$ cat config.mk
export PLATFORM = sky130hd
export DESIGN_NAME = handshaking_arbiter
export DESIGN_NICKNAME = d
export VERILOG_FILES = /design/src/rtl/handshaking_pkg.sv /design/src/rtl/handshaking_arbiter_rr_select.sv /design/src/rtl/handshaking_arbiter.sv
export SDC_FILE = /design/constraint.sdc
export NUM_CORES = 1
export LEC_CHECK = 0
export ABC_AREA = 1
export CAP_MARGIN = 10
export CORE_ASPECT_RATIO = 0.6
export CORE_MARGIN = 5
export CORE_UTILIZATION = 39
export CTS_CLUSTER_SIZE = 24
export DETAILED_ROUTE_END_ITERATION = 8
export GPL_TIMING_DRIVEN = 0
export PLACE_DENSITY = 0.8
export SETUP_SLACK_MARGIN = 0.15
export SLEW_MARGIN = 20
export SYNTH_ARGS = -nofsm -noshare
export SYNTH_HDL_FRONTEND = slang
export SYNTH_SLANG_ARGS = --single-unit
$ cat constraint.sdc
create_clock -name clk -period 2.1 [get_ports clk]
set_clock_uncertainty 0.15 [all_clocks]
set_input_delay 0.315 -clock clk [delete_from_list [all_inputs] [get_ports clk]]
set_output_delay 0.315 -clock clk [all_outputs]
set_load 0.005 [all_outputs]
$ cat src/rtl/handshaking_pkg.sv
`default_nettype none
// +------------------------------------------------------------------------+
// | Package     : handshaking_pkg                                          |
// | Description : Shared constants and state encoding for the handshaking  |
// |               arbiter and its round-robin picker.                      |
// | Contents    : DEF_NUM_REQ / DEF_DATA_W / DEF_ID_W defaults,            |
// |               state_e (ST_IDLE / ST_FULL).                             |
// | Revision    : 1.0 - initial release                                    |
// +------------------------------------------------------------------------+
package handshaking_pkg;

   localparam int unsigned DEF_NUM_REQ = 4;
   localparam int unsigned DEF_DATA_W  = 8;
   localparam int unsigned DEF_ID_W    = 2;

   // Output register occupancy.
   typedef enum logic [0:0] {
      ST_IDLE = 1'b0,
      ST_FULL = 1'b1
   } state_e;

endpackage : handshaking_pkg
`default_nettype wire

$ cat src/rtl/handshaking_arbiter_rr_select.sv
`default_nettype none
// +------------------------------------------------------------------------+
// | Module      : rr_select                                                |
// | Description : Combinational round-robin picker. Searches the request   |
// |               vector starting one past last_grant_i, wrapping modulo   |
// |               NUM_REQ, and reports the first set request.              |
// | Ports       : req_i        [NUM_REQ] request vector                    |
// |               last_grant_i [ID_W]    index granted most recently       |
// |               grant_o      [NUM_REQ] one-hot grant (zero if no req)    |
// |               winner_o     [ID_W]    index of the granted request      |
// |               any_req_o              OR of all requests                |
// | Revision    : 1.0 - initial release                                    |
// +------------------------------------------------------------------------+
module rr_select #(
   parameter int unsigned NUM_REQ = 4,
   parameter int unsigned ID_W    = 2
) (
   input  logic [NUM_REQ-1:0] req_i,
   input  logic [ID_W-1:0]    last_grant_i,
   output logic [NUM_REQ-1:0] grant_o,
   output logic [ID_W-1:0]    winner_o,
   output logic               any_req_o
);

   assign any_req_o = |req_i;

   // Walk offsets 1..NUM_REQ from the pointer; the first hit wins. Offset
   // NUM_REQ lands back on last_grant_i itself, so a lone requester keeps
   // winning every cycle.
   always_comb begin
      logic        found;
      int unsigned idx;
      grant_o  = '0;
      winner_o = '0;
      found    = 1'b0;
      idx      = 0;
      for (int unsigned k = 1; k <= NUM_REQ; k++) begin
         idx = (int'(last_grant_i) + k) % NUM_REQ;
         if (!found && req_i[idx]) begin
            found        = 1'b1;
            grant_o[idx] = 1'b1;
            winner_o     = ID_W'(idx);
         end
      end
   end

endmodule : rr_select
`default_nettype wire

$ cat src/rtl/handshaking_arbiter.sv
`default_nettype none
// +------------------------------------------------------------------------+
// | Module      : handshaking_arbiter                                      |
// | Description : Round-robin arbiter sharing one valid/ready channel      |
// |               among NUM_REQ masters through a single output register.  |
// | Ports       : clk            clock, rising edge                        |
// |               rst            asynchronous reset, active low            |
// |               req_data_in    packed payloads, req i at [i*DATA_W+:]    |
// |               req_valid_in   per-requester valid                       |
// |               req_ready_out  per-requester ready (one-hot or zero)     |
// |               data_out       registered payload                        |
// |               valid_out      downstream valid                          |
// |               ready_in       downstream ready                          |
// |               grant_id_out   source index of the beat in data_out      |
// | Revision    : 1.0 - initial release                                    |
// +------------------------------------------------------------------------+
module handshaking_arbiter
   import handshaking_pkg::*;
#(
   parameter int unsigned NUM_REQ = DEF_NUM_REQ,
   parameter int unsigned DATA_W  = DEF_DATA_W,
   parameter int unsigned ID_W    = DEF_ID_W
) (
   input  logic                      clk,
   input  logic                      rst,
   input  logic [NUM_REQ*DATA_W-1:0] req_data_in,
   input  logic [NUM_REQ-1:0]        req_valid_in,
   output logic [NUM_REQ-1:0]        req_ready_out,
   output logic [DATA_W-1:0]         data_out,
   output logic                      valid_out,
   input  logic                      ready_in,
   output logic [ID_W-1:0]           grant_id_out
);

   state_e              state_q, state_d;
   logic [DATA_W-1:0]   data_q, data_d;
   logic [ID_W-1:0]     gid_q, gid_d;
   logic [ID_W-1:0]     last_q, last_d;

   logic [NUM_REQ-1:0]  w_grant;
   logic [ID_W-1:0]     w_winner;
   logic                w_any;
   logic                w_can_load;
   logic                w_load;
   logic [DATA_W-1:0]   w_win_data;

   rr_select #(
      .NUM_REQ (NUM_REQ),
      .ID_W    (ID_W)
   ) u_rr_select (
      .req_i        (req_valid_in),
      .last_grant_i (last_q),
      .grant_o      (w_grant),
      .winner_o     (w_winner),
      .any_req_o    (w_any)
   );

   // The register may be refilled when empty, or when its current beat
   // leaves this same cycle. Gating with rst keeps ready low during reset.
   assign w_can_load    = (state_q == ST_IDLE) || ready_in;
   assign w_load        = rst && w_can_load && w_any;
   assign req_ready_out = w_load ? w_grant : '0;

   // One-hot payload mux.
   always_comb begin
      w_win_data = '0;
      for (int unsigned i = 0; i < NUM_REQ; i++) begin
         if (w_grant[i]) begin
            w_win_data = req_data_in[i*DATA_W +: DATA_W];
         end
      end
   end

   always_comb begin
      state_d = state_q;
      data_d  = data_q;
      gid_d   = gid_q;
      last_d  = last_q;
      if (w_load) begin
         // A load wins over a simultaneous drain: the new beat replaces the
         // departing one and valid_out stays high.
         state_d = ST_FULL;
         data_d  = w_win_data;
         gid_d   = w_winner;
         last_d  = w_winner;
      end else if ((state_q == ST_FULL) && ready_in) begin
         state_d = ST_IDLE;
      end
   end

   always_ff @(posedge clk or negedge rst) begin
      if (!rst) begin
         state_q <= ST_IDLE;
         data_q  <= '0;
         gid_q   <= '0;
         last_q  <= ID_W'(NUM_REQ - 1);
      end else begin
         state_q <= state_d;
         data_q  <= data_d;
         gid_q   <= gid_d;
         last_q  <= last_d;
      end
   end

   assign valid_out    = (state_q == ST_FULL);
   assign data_out     = data_q;
   assign grant_id_out = gid_q;

endmodule : handshaking_arbiter
`default_nettype wire
* After elaboration in Yosys (flattened, before gate mapping) *
Index checks and enable logic that the tools add are counted.

storage, ports and cells
  flip-flop bits (word level) = 13
  word-level logic and storage cells = 70

cells by class
  add/sub/neg operators = 4
  order comparisons = 8
  multiplexer cells = 34
  bitwise operators = 4
  reduce and logical (&&, ||, !) cells = 16

operator list
  kind                   count
  $mux W8                4
  $mux W4                5
  $mux W1                13
  $lt A2 B3 Y1 const B   4
  $or A4 B4 Y4           3
  $logic_and A1 B1 Y1    10
  $bmux W1 S2            4
  $demux W1 S2           4
  $ge A2 B1 Y1 const B   4
  $mux W2                4
  $add A2 B1 Y2 const B  2
  $add A2 B2 Y2 const B  2
  $reduce_or A4 Y1       1
  $logic_not A1 Y1       3
  $reduce_bool A2 Y1     1
  $logic_or A1 B1 Y1     1
  $not A1 Y1             1

* Depth between registers and ports, before layout *
  word-level depth = 17
  depth in mapped cells = 14

* Hierarchy *
From an unflattened synthesis, not the netlist that was laid out.

unflattened totals
  cell total of the unflattened synthesis = 216
  area total of the unflattened synthesis = 1410.1 µm²

by module, submodules not included
  module               instances  cells an instance  area each (µm²)  sequential area each (µm²)
  handshaking_arbiter  1          130                882.1            327.8
  rr_select            1          86                 528.0            0.0

* Least setup slack after synthesis *
OpenSTA, ideal clock, no wires.

  path kind = register to output
  start point = register last_q[0]
  end point = output port req_ready_out[1]
  arrival = 1.876 ns
  data required time = 1.635 ns
  setup slack = -0.241 ns
  stages on the path, launching flop included = 10
  path buffers = 0
  path through = dfstp_2 inv_2 ha_1 inv_1 nand2_2 a21boi_0 a21oi_4 nand3_4 inv_4 nor2_1

on the way
  cells in the longest elaborated chain, start to end = 14

ends and longest elaborated chain
  element                                                line                                 source
  start: declaration                                     handshaking_arbiter.sv:38            logic [ID_W-1:0] last_q, last_d;
  start signal: assignment                               handshaking_arbiter.sv:96            last_q <= ID_W'(NUM_REQ - 1);
  start signal: assignment                               handshaking_arbiter.sv:101           last_q <= last_d;
  branches (longest 12 deep; another with $lt A2 B3 Y1)  -
  $mux W4 (*)                                            handshaking_arbiter_rr_select.sv:39  if (!found && req_i[idx]) begin
  $mux W4 (*)                                            handshaking_arbiter.sv:62            assign req_ready_out = w_load ? w_grant : '0;
  end: declaration                                       handshaking_arbiter.sv:28            output logic [NUM_REQ-1:0] req_ready_out,

Every way passes the cells marked *. The select of a mux whose other input is x is not followed.

* Worst setup path after layout *
  start point = register last_q[0]
  end point = output port req_ready_out[3]

Same word-level chain as after synthesis.

==> flow_summary.yaml <==
cells_and_area:
  area_growth_pct: 76.5
  nNetsFinal: 326
  layout-drive-gt1-share_pct: 35.6
  instances_no_fill: 323
  num_antenna_cells: 0
  finalInstanceArea_sq_um: 2370
clock_network:
  numClockSinks: 13
  clk_pin_slew_ns: 0.05
  cts_buffer_depth: 2
  htreeDepth: 1
  cts_buffers: 3
  cts_tree: "done"
  ctsRootBufferMaster: "clkbuf_8"
  worstSkewPairLatency_ns: 0.24
logic_synthesis:
  synth_edf_count: 0
  ys_top_cells_by_area: "dfrtp_1 (20%), nand2_1 (18%), nand3_1 (8.2%), ha_1 (7.4%), nor2_1 (5.9%)"
  yosysTopAreaCell: "dfrtp_1"
  yosysWarnings: 0
  synth_area_per_cell_sq_um: 6.83
  ys_seq_elements: 13
  ys_seq_area_share_pct: 24.4
  yosysTopAreaCellShare_pct: 20.5
  syn_inst: 197
  synthArstFlopShare_pct: 100
  synth_flop_cell: "dfrtp_1"
  syn_nets: 244
  synth.cell_area_sq_um: 1350
  synth.distinct_cells: 25
timing:
  min_period_ns: 2.63
  rsz0062_at_grt: "true"
  slew_headroom_pct: 62.3
  finalSetupViolations: 12
  fmax_ghz: 0.380
  tns_ns: -5.02
  period_share_pct: 125
  drv_slew: 0
  hold_viol: 0
  tightest_slew_ns: 0.564
  setup_ws_ns: -0.534
flow_run:
  drv_cap: 0
run_status:
  violations: "negative setup slack"
  status: "finished, violations left"
global_route:
  antenna_found_initial: 0
  grt_util_met2_pct: 32.7
  grt_pass1_vias: 1694
  grt_max_degree: 15
  globalRoute.busiestLayer: "met2"
  use_met1_pct: 30.3
  use_met3_pct: 6.09
  grt_pass1_wl_mm: 8.27
  overflow: 0
  grt_use_total_pct: 21.4
floorplan:
  fp.dieW_um: 85.8
  dieArea_sq_um: 4760
  dieHeight_um: 55.5
  io_pins: 54
  initial_core_util_pct: 41.0
  core_sq_um: 3280
  rows: 16
detailed_routing:
  routed_wl_mm: 5.42
  dr.first_iter.drc_count: 152
  viasPerCell: 5.33
  via_count: 1722
  first_pass_iters: 4
  wire_per_inst_um: 16.8
  drc_errors: 0
  antenna_left: 0
critical_path:
  crit_path_end_kind: "primary output"
  reg2reg_slack_ns: -0.40
  critical_path_class: "reg -> out"
  r2r-start: "last_q[0]$_DFFE_PN1P_"
  r2r-end: "data_out[5]$_DFFE_PN0P_"
  crit_arrival_ns: 2.17
  worstPathMaxFanout: 5
  reg2regPathDepth: 15
  critical_path.startpoint: "last_q[0]$_DFFE_PN1P_"
  required_ns: 1.63
  cp-start-kind: "flip-flop"
  worstSetupEndpoint: "req_ready_out[3]"
  crit_chain: "inv_6 > ha_4 > inv_4 > nand2_4 > nand2_4 > nor2_4 > buf_6 > nand2_2 > nand2_2 > a21oi_4 > a21oi_2 > buf_2"
  crit_slowest_cell: "dfstp_2"
  slowest_delay_ns: 0.58
placement:
  dpl.hpwl_mm: 3.22
  gp_congestion: 0.884
  place_area_sq_um: 1970
  placed_cells: 295
  port_buffers: 53
power:
  ir_worst_vdd_mv: 0.895
  p_per_area_nw_per_um2: 1830
  p_leak_nw: 1.16
worst_hold_path:
  min_path_type: "in -> async"
[what timing repair did]
item,in CTS,in global routing
resized for setup,43,31
setup endpoints to repair,17,17
cloned,0,0
setup buffers,22,1
hold endpoints to repair,11,11
pin swaps,14,12
[report_power, final]
part           leakage (nW)  switching (mW)  internal (mW)
clock                0.0228          0.0937          0.134
sequential            0.159          0.0756          0.380
combinational         0.976            2.09           1.57
total                  1.16            2.26           2.09
[worst max-delay path: cells and delay by family (launching register included)]
kind,cells,cell delay (ns)
AOI/OAI and AO/OA,2,0.19
adders and majority gates,1,0.31
and+or+nand+nor,5,0.45
DFF,1,0.58
buffers and inverters,4,0.39
[cell type report]
type	instances	area [sq um]
Clock buffer	4	45.0
Inverter	20	90.1
Sequential cell	13	328
Multi-Input combinational cell	162	1130
Timing Repair Buffer	77	709
Buffer	2	10.0
Fill cell	222	910
Tap cell	45	56.3
[flip-flops by register name (all words and copies together), names as in the netlist]
name          flops
last_q            2
valid_out         1
data_out          8
grant_id_out      2
[synth_stat cells (all sizes together) (2+ instances only)]
master / instances
nand2: 77
nand3: 30
nor2: 25
inv: 20
a21oi: 12
dfrtp: 11
ha: 8
a21boi: 3
nand4: 3
clkbuf: 2
dfstp: 2
o21ai: 2
[cells by family (layout without fill, tap and decap cells)]
kind of cell,after synthesis,after routing,share of synthesized area [%]
flops,13,13,24.4
compound gates,19,19,10.2
simple gates,135,135,51.6
buf+inv,22,103,6.33
fa+ha+maj,8,8,7.44
[per-stage QoR]
step	hold slack [ns]	setup WS, ns	power [mW]	util, %
after floorplan	-0.131	-0.0945	2.21	-
after detailed placement	0.322	-1.19	2.90	59.9
after global placement	0.321	-1.16	2.85	59.9
final	0.0286	-0.534	4.35	72.3
after CTS	-0.0755	-0.430	3.88	68.4
after global routing	0.0330	-0.604	4.65	72.3
[layout by cell type, fill, tap and decap left out, types with 2 or more instances in the layout]
cell type / instances
dfrtp_1: 11
nand3_1: 19
nand3_4: 7
buf_6: 4
a21oi_1: 6
nor2_4: 8
clkbuf_8: 3
a21oi_4: 3
nand2_1: 57
nand4_1: 3
inv_1: 13
dfstp_2: 2
inv_4: 2
a21oi_2: 3
nand2_2: 11
o21ai_1: 2
inv_2: 3
buf_4: 19
nor2_2: 7
clkdlybuf4s50_1: 48
inv_6: 2
nor2_1: 10
clkbuf_2: 2
buf_2: 4
ha_1: 7
nand3_2: 4
nand2_4: 8
[metal layers]
layer / vias up / wire length [um]
li1: 801 / -
met1: 813 / 2480
met2: 98 / 2410
met3: 10 / 452
met4: 0 / 80
met5: - / 0
[worst min path at each step]
stage                                      startpoint                          end  slack (ns)  cells after the start
after floorplan                                   rst      data_out[0]$_DFFE_PN0P_       -0.13                      0
after global placement    grant_id_out[1]$_DFFE_PN0P_  grant_id_out[1]$_DFFE_PN0P_        0.32                      2
after detailed placement  grant_id_out[1]$_DFFE_PN0P_  grant_id_out[1]$_DFFE_PN0P_        0.32                      2
after CTS                                         rst      data_out[5]$_DFFE_PN0P_       -0.08                      1
after global routing                              rst        last_q[1]$_DFFE_PN1P_        0.03                      1
final                                             rst        last_q[1]$_DFFE_PN1P_        0.03                      1
Note: power is estimated with default switching activity, not from simulation.
